==> src/rtl/instr_issue_if.sv <==
// ---------------------------------------------------------------------------
// instr_issue_if
// Word stream from the program source into the instruction issue unit.
//   in_data  : instruction or immediate word
//   in_valid : in_data is valid this cycle
//   in_ready : issue unit accepts a word this cycle
// A word transfers on a rising edge where in_valid and in_ready are both 1.
// Modports: master = program source, slave = instr_issue.
// ---------------------------------------------------------------------------
interface instr_issue_if;
    logic [15:0] in_data;
    logic        in_valid;
    logic        in_ready;

    modport master (output in_data, output in_valid, input in_ready);
    modport slave  (input in_data, input in_valid, output in_ready);
endinterface

==> src/rtl/instr_issue.sv <==
// ---------------------------------------------------------------------------
// instr_issue
// Buffers 16-bit instruction/immediate words in a small FIFO, decodes the
// word at the head and issues it to the control FSM as a run strobe (w)
// with func/rx/ry (and data_out for loads) held for the execute length.
//
// Ports:
//   clk        : single clock, all state changes on the rising edge
//   reset      : synchronous, active-high
//   in_if      : slave side of instr_issue_if (in_data/in_valid/in_ready)
//   w          : run strobe, high for every EXEC cycle
//   func       : opcode (000 load, 001 move, 010 add, 011 xor)
//   rx, ry     : register indices
//   data_out   : immediate of the last load
//   done       : one-cycle pulse on the last EXEC cycle
//   busy       : high while not IDLE
//   err        : illegal-instruction indication
//   fifo_count : current FIFO occupancy
//
// Optional build macro ILLEGAL_TRAP_EN: an illegal head is not popped, err
// becomes sticky and issue halts until reset. Without it an illegal head is
// dropped with a one-cycle err pulse.
// ---------------------------------------------------------------------------
module instr_issue #(
    parameter int DEPTH = 4
) (
    input  logic                     clk,
    input  logic                     reset,
    instr_issue_if.slave             in_if,
    output logic                     w,
    output logic [2:0]               func,
    output logic [4:0]               rx,
    output logic [4:0]               ry,
    output logic [15:0]              data_out,
    output logic                     done,
    output logic                     busy,
    output logic                     err,
    output logic [$clog2(DEPTH):0]   fifo_count
);
    localparam int AW = $clog2(DEPTH);

    typedef enum logic {IDLE, EXEC} state_t;

    logic [15:0]   mem_q [DEPTH];
    state_t        state_q, state_d;
    logic [AW-1:0] wr_ptr_q, wr_ptr_d;
    logic [AW-1:0] rd_ptr_q, rd_ptr_d;
    logic [AW:0]   count_q, count_d;
    logic [1:0]    step_q, step_d;
    logic          w_q, w_d;
    logic [2:0]    func_q, func_d;
    logic [4:0]    rx_q, rx_d;
    logic [4:0]    ry_q, ry_d;
    logic [15:0]   data_out_q, data_out_d;
    logic          done_q, done_d;
    logic          busy_q, busy_d;
    logic          err_q, err_d;

    logic          push;
    logic [1:0]    pop_n;
    logic          halt;
    logic [AW-1:0] rd_next;
    logic [2:0]    head_func;
    logic [4:0]    head_rx;
    logic [4:0]    head_ry;
    logic          head_legal;

    // Readiness looks only at the registered count, so a full FIFO refuses
    // a push even in a cycle where it also pops.
    assign in_if.in_ready = !reset && (count_q < (AW+1)'(DEPTH));
    assign push           = in_if.in_valid && in_if.in_ready;

    assign rd_next    = rd_ptr_q + AW'(1);
    assign head_func  = mem_q[rd_ptr_q][15:13];
    assign head_rx    = mem_q[rd_ptr_q][12:8];
    assign head_ry    = mem_q[rd_ptr_q][7:3];
    assign head_legal = !head_func[2] && !head_rx[4] && !head_ry[4];

`ifdef ILLEGAL_TRAP_EN
    assign halt = err_q;
`else
    assign halt = 1'b0;
`endif

    // Issue FSM next-state: decode the head in IDLE, count down in EXEC.
    // step holds the EXEC cycles remaining after the current one, and done
    // is precomputed so that it lands on the last EXEC cycle.
    always_comb begin
        state_d    = state_q;
        step_d     = step_q;
        w_d        = w_q;
        func_d     = func_q;
        rx_d       = rx_q;
        ry_d       = ry_q;
        data_out_d = data_out_q;
        busy_d     = busy_q;
        done_d     = 1'b0;
`ifdef ILLEGAL_TRAP_EN
        err_d      = err_q;
`else
        err_d      = 1'b0;
`endif
        pop_n      = 2'd0;

        case (state_q)
            IDLE: begin
                if (count_q != '0 && !halt) begin
                    if (!head_legal) begin
`ifdef ILLEGAL_TRAP_EN
                        err_d = 1'b1;
`else
                        pop_n = 2'd1;
                        err_d = 1'b1;
`endif
                    end else if (head_func == 3'b000) begin
                        // A load needs its immediate already in the FIFO.
                        if (count_q >= (AW+1)'(2)) begin
                            pop_n      = 2'd2;
                            func_d     = head_func;
                            rx_d       = head_rx;
                            ry_d       = head_ry;
                            data_out_d = mem_q[rd_next];
                            state_d    = EXEC;
                            w_d        = 1'b1;
                            busy_d     = 1'b1;
                            step_d     = 2'd0;
                            done_d     = 1'b1;
                        end
                    end else begin
                        pop_n   = 2'd1;
                        func_d  = head_func;
                        rx_d    = head_rx;
                        ry_d    = head_ry;
                        state_d = EXEC;
                        w_d     = 1'b1;
                        busy_d  = 1'b1;
                        if (head_func[1]) begin
                            step_d = 2'd2;
                            done_d = 1'b0;
                        end else begin
                            step_d = 2'd0;
                            done_d = 1'b1;
                        end
                    end
                end
            end
            EXEC: begin
                if (step_q == 2'd0) begin
                    state_d = IDLE;
                    w_d     = 1'b0;
                    busy_d  = 1'b0;
                end else begin
                    step_d = step_q - 2'd1;
                    done_d = (step_q == 2'd1);
                end
            end
            default: begin
                state_d = IDLE;
                w_d     = 1'b0;
                busy_d  = 1'b0;
            end
        endcase

        wr_ptr_d = wr_ptr_q + AW'(push);
        rd_ptr_d = rd_ptr_q + AW'(pop_n);
        count_d  = count_q + (AW+1)'(push) - (AW+1)'(pop_n);
    end

    // All control state and registered outputs.
    always_ff @(posedge clk) begin
        if (reset) begin
            state_q    <= IDLE;
            step_q     <= 2'd0;
            wr_ptr_q   <= '0;
            rd_ptr_q   <= '0;
            count_q    <= '0;
            w_q        <= 1'b0;
            func_q     <= 3'd0;
            rx_q       <= 5'd0;
            ry_q       <= 5'd0;
            data_out_q <= 16'd0;
            done_q     <= 1'b0;
            busy_q     <= 1'b0;
            err_q      <= 1'b0;
        end else begin
            state_q    <= state_d;
            step_q     <= step_d;
            wr_ptr_q   <= wr_ptr_d;
            rd_ptr_q   <= rd_ptr_d;
            count_q    <= count_d;
            w_q        <= w_d;
            func_q     <= func_d;
            rx_q       <= rx_d;
            ry_q       <= ry_d;
            data_out_q <= data_out_d;
            done_q     <= done_d;
            busy_q     <= busy_d;
            err_q      <= err_d;
        end
    end

    // FIFO storage; contents need no reset since pointers and count do.
    always_ff @(posedge clk) begin
        if (push) begin
            mem_q[wr_ptr_q] <= in_if.in_data;
        end
    end

    assign w          = w_q;
    assign func       = func_q;
    assign rx         = rx_q;
    assign ry         = ry_q;
    assign data_out   = data_out_q;
    assign done       = done_q;
    assign busy       = busy_q;
    assign err        = err_q;
    assign fifo_count = count_q;

endmodule

==> src/flat_wrapper.sv <==
// flat-port wrapper written by rule: the top's interface ports become plain ports
module instr_issue_flat 
#(
    parameter int DEPTH = 4
)
  (clk, reset, w, func, rx, ry, data_out, done, busy, err, fifo_count, in_if_in_data, in_if_in_valid, in_if_in_ready);
  instr_issue_if in_if_i ();
  input  logic clk;
  input  logic reset;
  output logic w;
  output logic [2:0] func;
  output logic [4:0] rx;
  output logic [4:0] ry;
  output logic [15:0] data_out;
  output logic done;
  output logic busy;
  output logic err;
  output logic [$clog2(DEPTH):0] fifo_count;
  input wire logic [$bits(in_if_i.in_data)-1:0] in_if_in_data;
  input wire logic [$bits(in_if_i.in_valid)-1:0] in_if_in_valid;
  output wire logic [$bits(in_if_i.in_ready)-1:0] in_if_in_ready;
  assign in_if_i.in_data = in_if_in_data;
  assign in_if_i.in_valid = in_if_in_valid;
  assign in_if_in_ready = in_if_i.in_ready;
  instr_issue #(.DEPTH(DEPTH)) u_core (.clk(clk), .reset(reset), .in_if(in_if_i), .w(w), .func(func), .rx(rx), .ry(ry), .data_out(data_out), .done(done), .busy(busy), .err(err), .fifo_count(fifo_count));
endmodule
==> config.mk <==
export PLATFORM = sky130hd
export DESIGN_NAME = instr_issue_flat
export DESIGN_NICKNAME = d
export VERILOG_FILES = /design/src/rtl/instr_issue_if.sv /design/src/rtl/instr_issue.sv /design/src/flat_wrapper.sv
export SDC_FILE = /design/constraint.sdc
export NUM_CORES = 1
export LEC_CHECK = 0
export BUFFER_PORTS_ARGS = -buffer_cell sky130_fd_sc_hd__buf_2
export CAP_MARGIN = 20
export CORE_MARGIN = 2
export CORE_UTILIZATION = 50
export CTS_BUF_LIST = sky130_fd_sc_hd__clkbuf_8 sky130_fd_sc_hd__clkbuf_16
export DETAILED_ROUTE_END_ITERATION = 10
export PLACE_DENSITY_LB_ADDON = 0.1
export SLEW_MARGIN = 30
export SYNTH_ARGS = -nofsm -noshare
export SYNTH_HDL_FRONTEND = slang
export SYNTH_SLANG_ARGS = --single-unit
export TNS_END_PERCENT = 50
==> constraint.sdc <==
create_clock -name clk -period 5.2 [get_ports clk]
set_input_delay 0.78 -clock clk [delete_from_list [all_inputs] [get_ports clk]]
set_output_delay 0.78 -clock clk [all_outputs]
set_load 0.005 [all_outputs]
==> results.md <==
### CTS
- **postcts setup bufs** 0
- **clock tree root buffer cell** sky130_fd_sc_hd__clkbuf_8
- **clock transition at the register clock pins on the worst setup and hold paths after CTS** 0.10 ns
- **CTS H-tree lvls** 3
- **Skew-Pair Late Insertion Delay** 0.36 ns
- **sinks on the clock net** 106
- **Hold Buf Count CTS** 0
- **buffer depth of the longest clock path** 2
- **TritonCTS clock tree** yes
- **number of buffers added by the clock tree synthesis step** 9
- **post-CTS sizing** 0

### Synthesis
- **Seq/Total Area, Yosys** 63.48%
- **most area-consuming cells after synthesis** sky130_fd_sc_hd__edfxtp_1, sky130_fd_sc_hd__dfxtp_1, sky130_fd_sc_hd__mux4_2
- **count of unique library cells instantiated by Yosys** 35
- **post-synthesis instance total** 285
- **Synth Cell Area** 4352 um2
- **cell taking the most area after synthesis** sky130_fd_sc_hd__edfxtp_1
- **Synthesized Nets** 310
- **Synth top area share** 44.16%
- **Avg Inst Size Synth** 15.27 um2
- **Yosys warnings** 0
- **register bit count reported by yosys** 106

### STA
- **Relative slew margins** 43.25%
- **setup repair after global routing missed its margin** no
- **clock period minus worst slack** 3.559 ns
- **# setup viols final** 0
- **setup tns final** 0 ns
- **worst clock skew on the final layout** 0.008697 ns
- **final clock period utilization by the worst path** 68.44%
- **count of endpoints failing hold in the final timing report** 0
- **maximum frequency from static timing analysis** 281.0 MHz
- **transition time at the pin with the least slew margin** 0.8513 ns
- **max-slew violations** 0

### Placement
- **quantity of I/O buffers inserted on ports** 55
- **half-perimeter wire length after placement** 5019 um
- **final RePlAce weighted congestion** 0.7798

### Floorplan
- **DIE WIDTH** 97.29 um
- **Die Outline Area** 9465 um2
- **area of the placeable core** 8593 um2
- **Top-Level Pins** 56
- **overall die height** 97.29 um
- **starting density of the core** 50.64%
- **row count** 34

### Global route
- **number of global-route vias before repair** 2,435
- **antenna violations before repair** 0
- **wire length of the first global-routing pass** 12,260 um
- **Overall Global Routing Usage** 16.77%
- **total grt overflow** 0
- **pin count of the biggest net entering global routing** 45

### Power and ir drop
- **net switching share of the total power** 29.22%
- **relative contribution of the clock network to total power** 22.8%
- **PwrDens** 402.3 nW/um2
- **Overall Power** 0.001967 W
- **part of the power in registers** 53.3%
- **leakage power summed over all cells** 1.759 nW
- **internal power summed over all cells** 0.001392 W
- **share of total power in combinational logic** 23.9%
- **Worst VDD drop** 0.0002047 V
- **NetSw** 0.0005748 W

### Finish
- **# diodes** 0
- **ratio of cells with drive above 1 in the final layout** 31.59%
- **Synth-to-Final Area Change** 12.36%
- **layout filler cell count** 700
- **Nets** 365

### Setup path
- **Most common cell on crit path** sky130_fd_sc_hd__inv_1
- **cells along the critical path** inv_1, o211ai_1, a21oi_1, nor4_1, o21bai_1, ha_1, inv_1, fa_1, xor2_1, xnor2_1, nor2_1
- **critical path type** reg2reg
- **Worst Path Required** 5.42 ns
- **delay of the slowest critical-path stage** 0.89 ns
- **critical path's slowest cell** sky130_fd_sc_hd__dfxtp_2
- **critical path launch point type** register
- **maximum fanout count along the critical path** 28
- **critical path endpoint category** register
- **worst endpoint data arrival time** 3.78 ns

### Route
- **final routed wire length divided by cell count** 16.78 um
- **sum of routed wire length over all layers** 7602 um
- **detailed-route via count** 2,459
- **via density per instance** 5.428
- **1st-pass router iterations** 4
- **number of remaining DRC errors** 0
- **residual antenna-violating net count after detailed routing** 0
- **number of DRC violations after detailed-routing iteration 0** 114

### Min path
- **Tightest Hold Check Type** reg2reg

### Outcome
- **outcome** finished, final reports clean

### Run
- **Maximum Capacitance Violations** 0

## sequential cells by signal, indices dropped and copies added (netlist names)
signal             count
u_core.mem_q          64
u_core.data_out       16
u_core.rx              5
u_core.ry              5
u_core.fifo_count      3
u_core.func            3
u_core.rd_ptr_q        2
u_core.step_q          2
u_core.wr_ptr_q        2
u_core.done            1
u_core.err             1
u_core.state_q         1
u_core.w               1
## kinds of logic after synthesis
kind of cell / share of synthesized area, %
DFF: 63.48
muxes: 20.36
adders and majority gates: 1.898
buffers and inverters: 3.163
AOI/OAI and AO/OA: 2.789
and+or+nand+nor: 7.706
xor gates and xnor gates: 0.6039
## through the flow
stage | cell area (um2) | util, % | instances | worst slack, ns | hold WS (ns)
floorplan | 4352 | - | 285 | 2.100 | 0.4522
global placement | 4716 | 54.88 | 437 | 1.598 | 0.4379
detailed placement | 4716 | 54.88 | 437 | 1.500 | 0.4399
CTS | 4888 | 56.89 | 453 | 1.503 | 0.4664
global route | 4890 | 56.90 | 453 | 1.332 | 0.5013
finish | 4890 | 56.90 | 453 | 1.641 | 0.4582
## layout by cell type (no fill, tap or decap), drive strengths merged, types with 6 or more instances in the layout
master | Yosys | routed
clkbuf | 10 | 9
mux4 | 25 | 25
mux2i | 30 | 30
dfxtp | 42 | 42
edfxtp | 64 | 64
nor2 | 43 | 43
nor3 | 6 | 6
buf | 7 | 61
inv | 8 | 11
## Yosys cell counts (all sizes together)
master	count
nor2b	5
mux2	2
clkbuf	10
ha	5
nand2	5
o21bai	2
and2	3
nor3	6
o211ai	3
a2111oi	1
or3	1
mux4	25
mux2i	30
a211oi	2
fa	1
nand2b	2
a21oi	5
nor3b	3
nor4	2
xor2	1
and3	1
inv	8
nor2	43
buf	7
edfxtp	64
o21a	1
xnor2	2
a211o	1
or2	2
dfxtp	42
## cell type report
cell class | count | area, um2 | area share [%]
Inverter | 8 | 30.03 | 0.6141
Timing Repair Buffer | 61 | 320.3 | 6.551
Sequential cell | 106 | 2765 | 56.55
Tap cell | 108 | 135.1 | 2.764
Clock inverter | 7 | 48.80 | 0.9980
Multi-Input combinational cell | 154 | 1466 | 29.99
Clock buffer | 9 | 123.9 | 2.533
## worst paths after layout
check / start / end / slack (ns) / depth (start not counted)
setup / recovery: u_core.rd_ptr_q[0]$_SDFF_PP0_ / u_core.fifo_count[2]$_SDFF_PP0_ / 1.64 / 11
hold / removal: u_core.ry[4]$_SDFFE_PP0P_ / u_core.ry[4]$_SDFFE_PP0P_ / 0.46 / 1
setup reg to reg: u_core.rd_ptr_q[0]$_SDFF_PP0_ / u_core.fifo_count[2]$_SDFF_PP0_ / 1.64 / 11
hold reg to reg: u_core.ry[4]$_SDFFE_PP0P_ / u_core.ry[4]$_SDFFE_PP0P_ / 0.46 / 1
## metal layers
metal	routed length, um	share of wire, %	GRT usage (%)	vias to the layer above
met5	0	0	0	-
met4	151	2.0	6.624	0
met3	283	3.7	3.094	11
met2	3688	49	27.24	46
met1	3477	46	22.68	1231
li1	-	-	-	1171
## power groups by stage
stage | registers [W] | clock network (W) | logic, W
after CTS | 0.00105 | 0.000465 | 0.000480
after global placement | 0.00107 | 0 | 0.000470
final | 0.00105 | 0.000448 | 0.000470
after global routing | 0.00107 | 0.000495 | 0.000517
after detailed placement | 0.00107 | 0 | 0.000480
after floorplan | 0.000998 | 0 | 0.000429
## worst max-delay path, delay by kind of cell, from the launching register on
family,cells,cell delay [ns]
flip-flops,1,0.89
buffers and inverters,2,0.33
AND/OR/NAND/NOR,2,0.57
AO/OA/AOI/OAI,3,0.78
adder cells (fa/ha/maj),2,0.55
XOR/XNOR,2,0.31
Note: power is estimated with default switching activity, not from simulation.
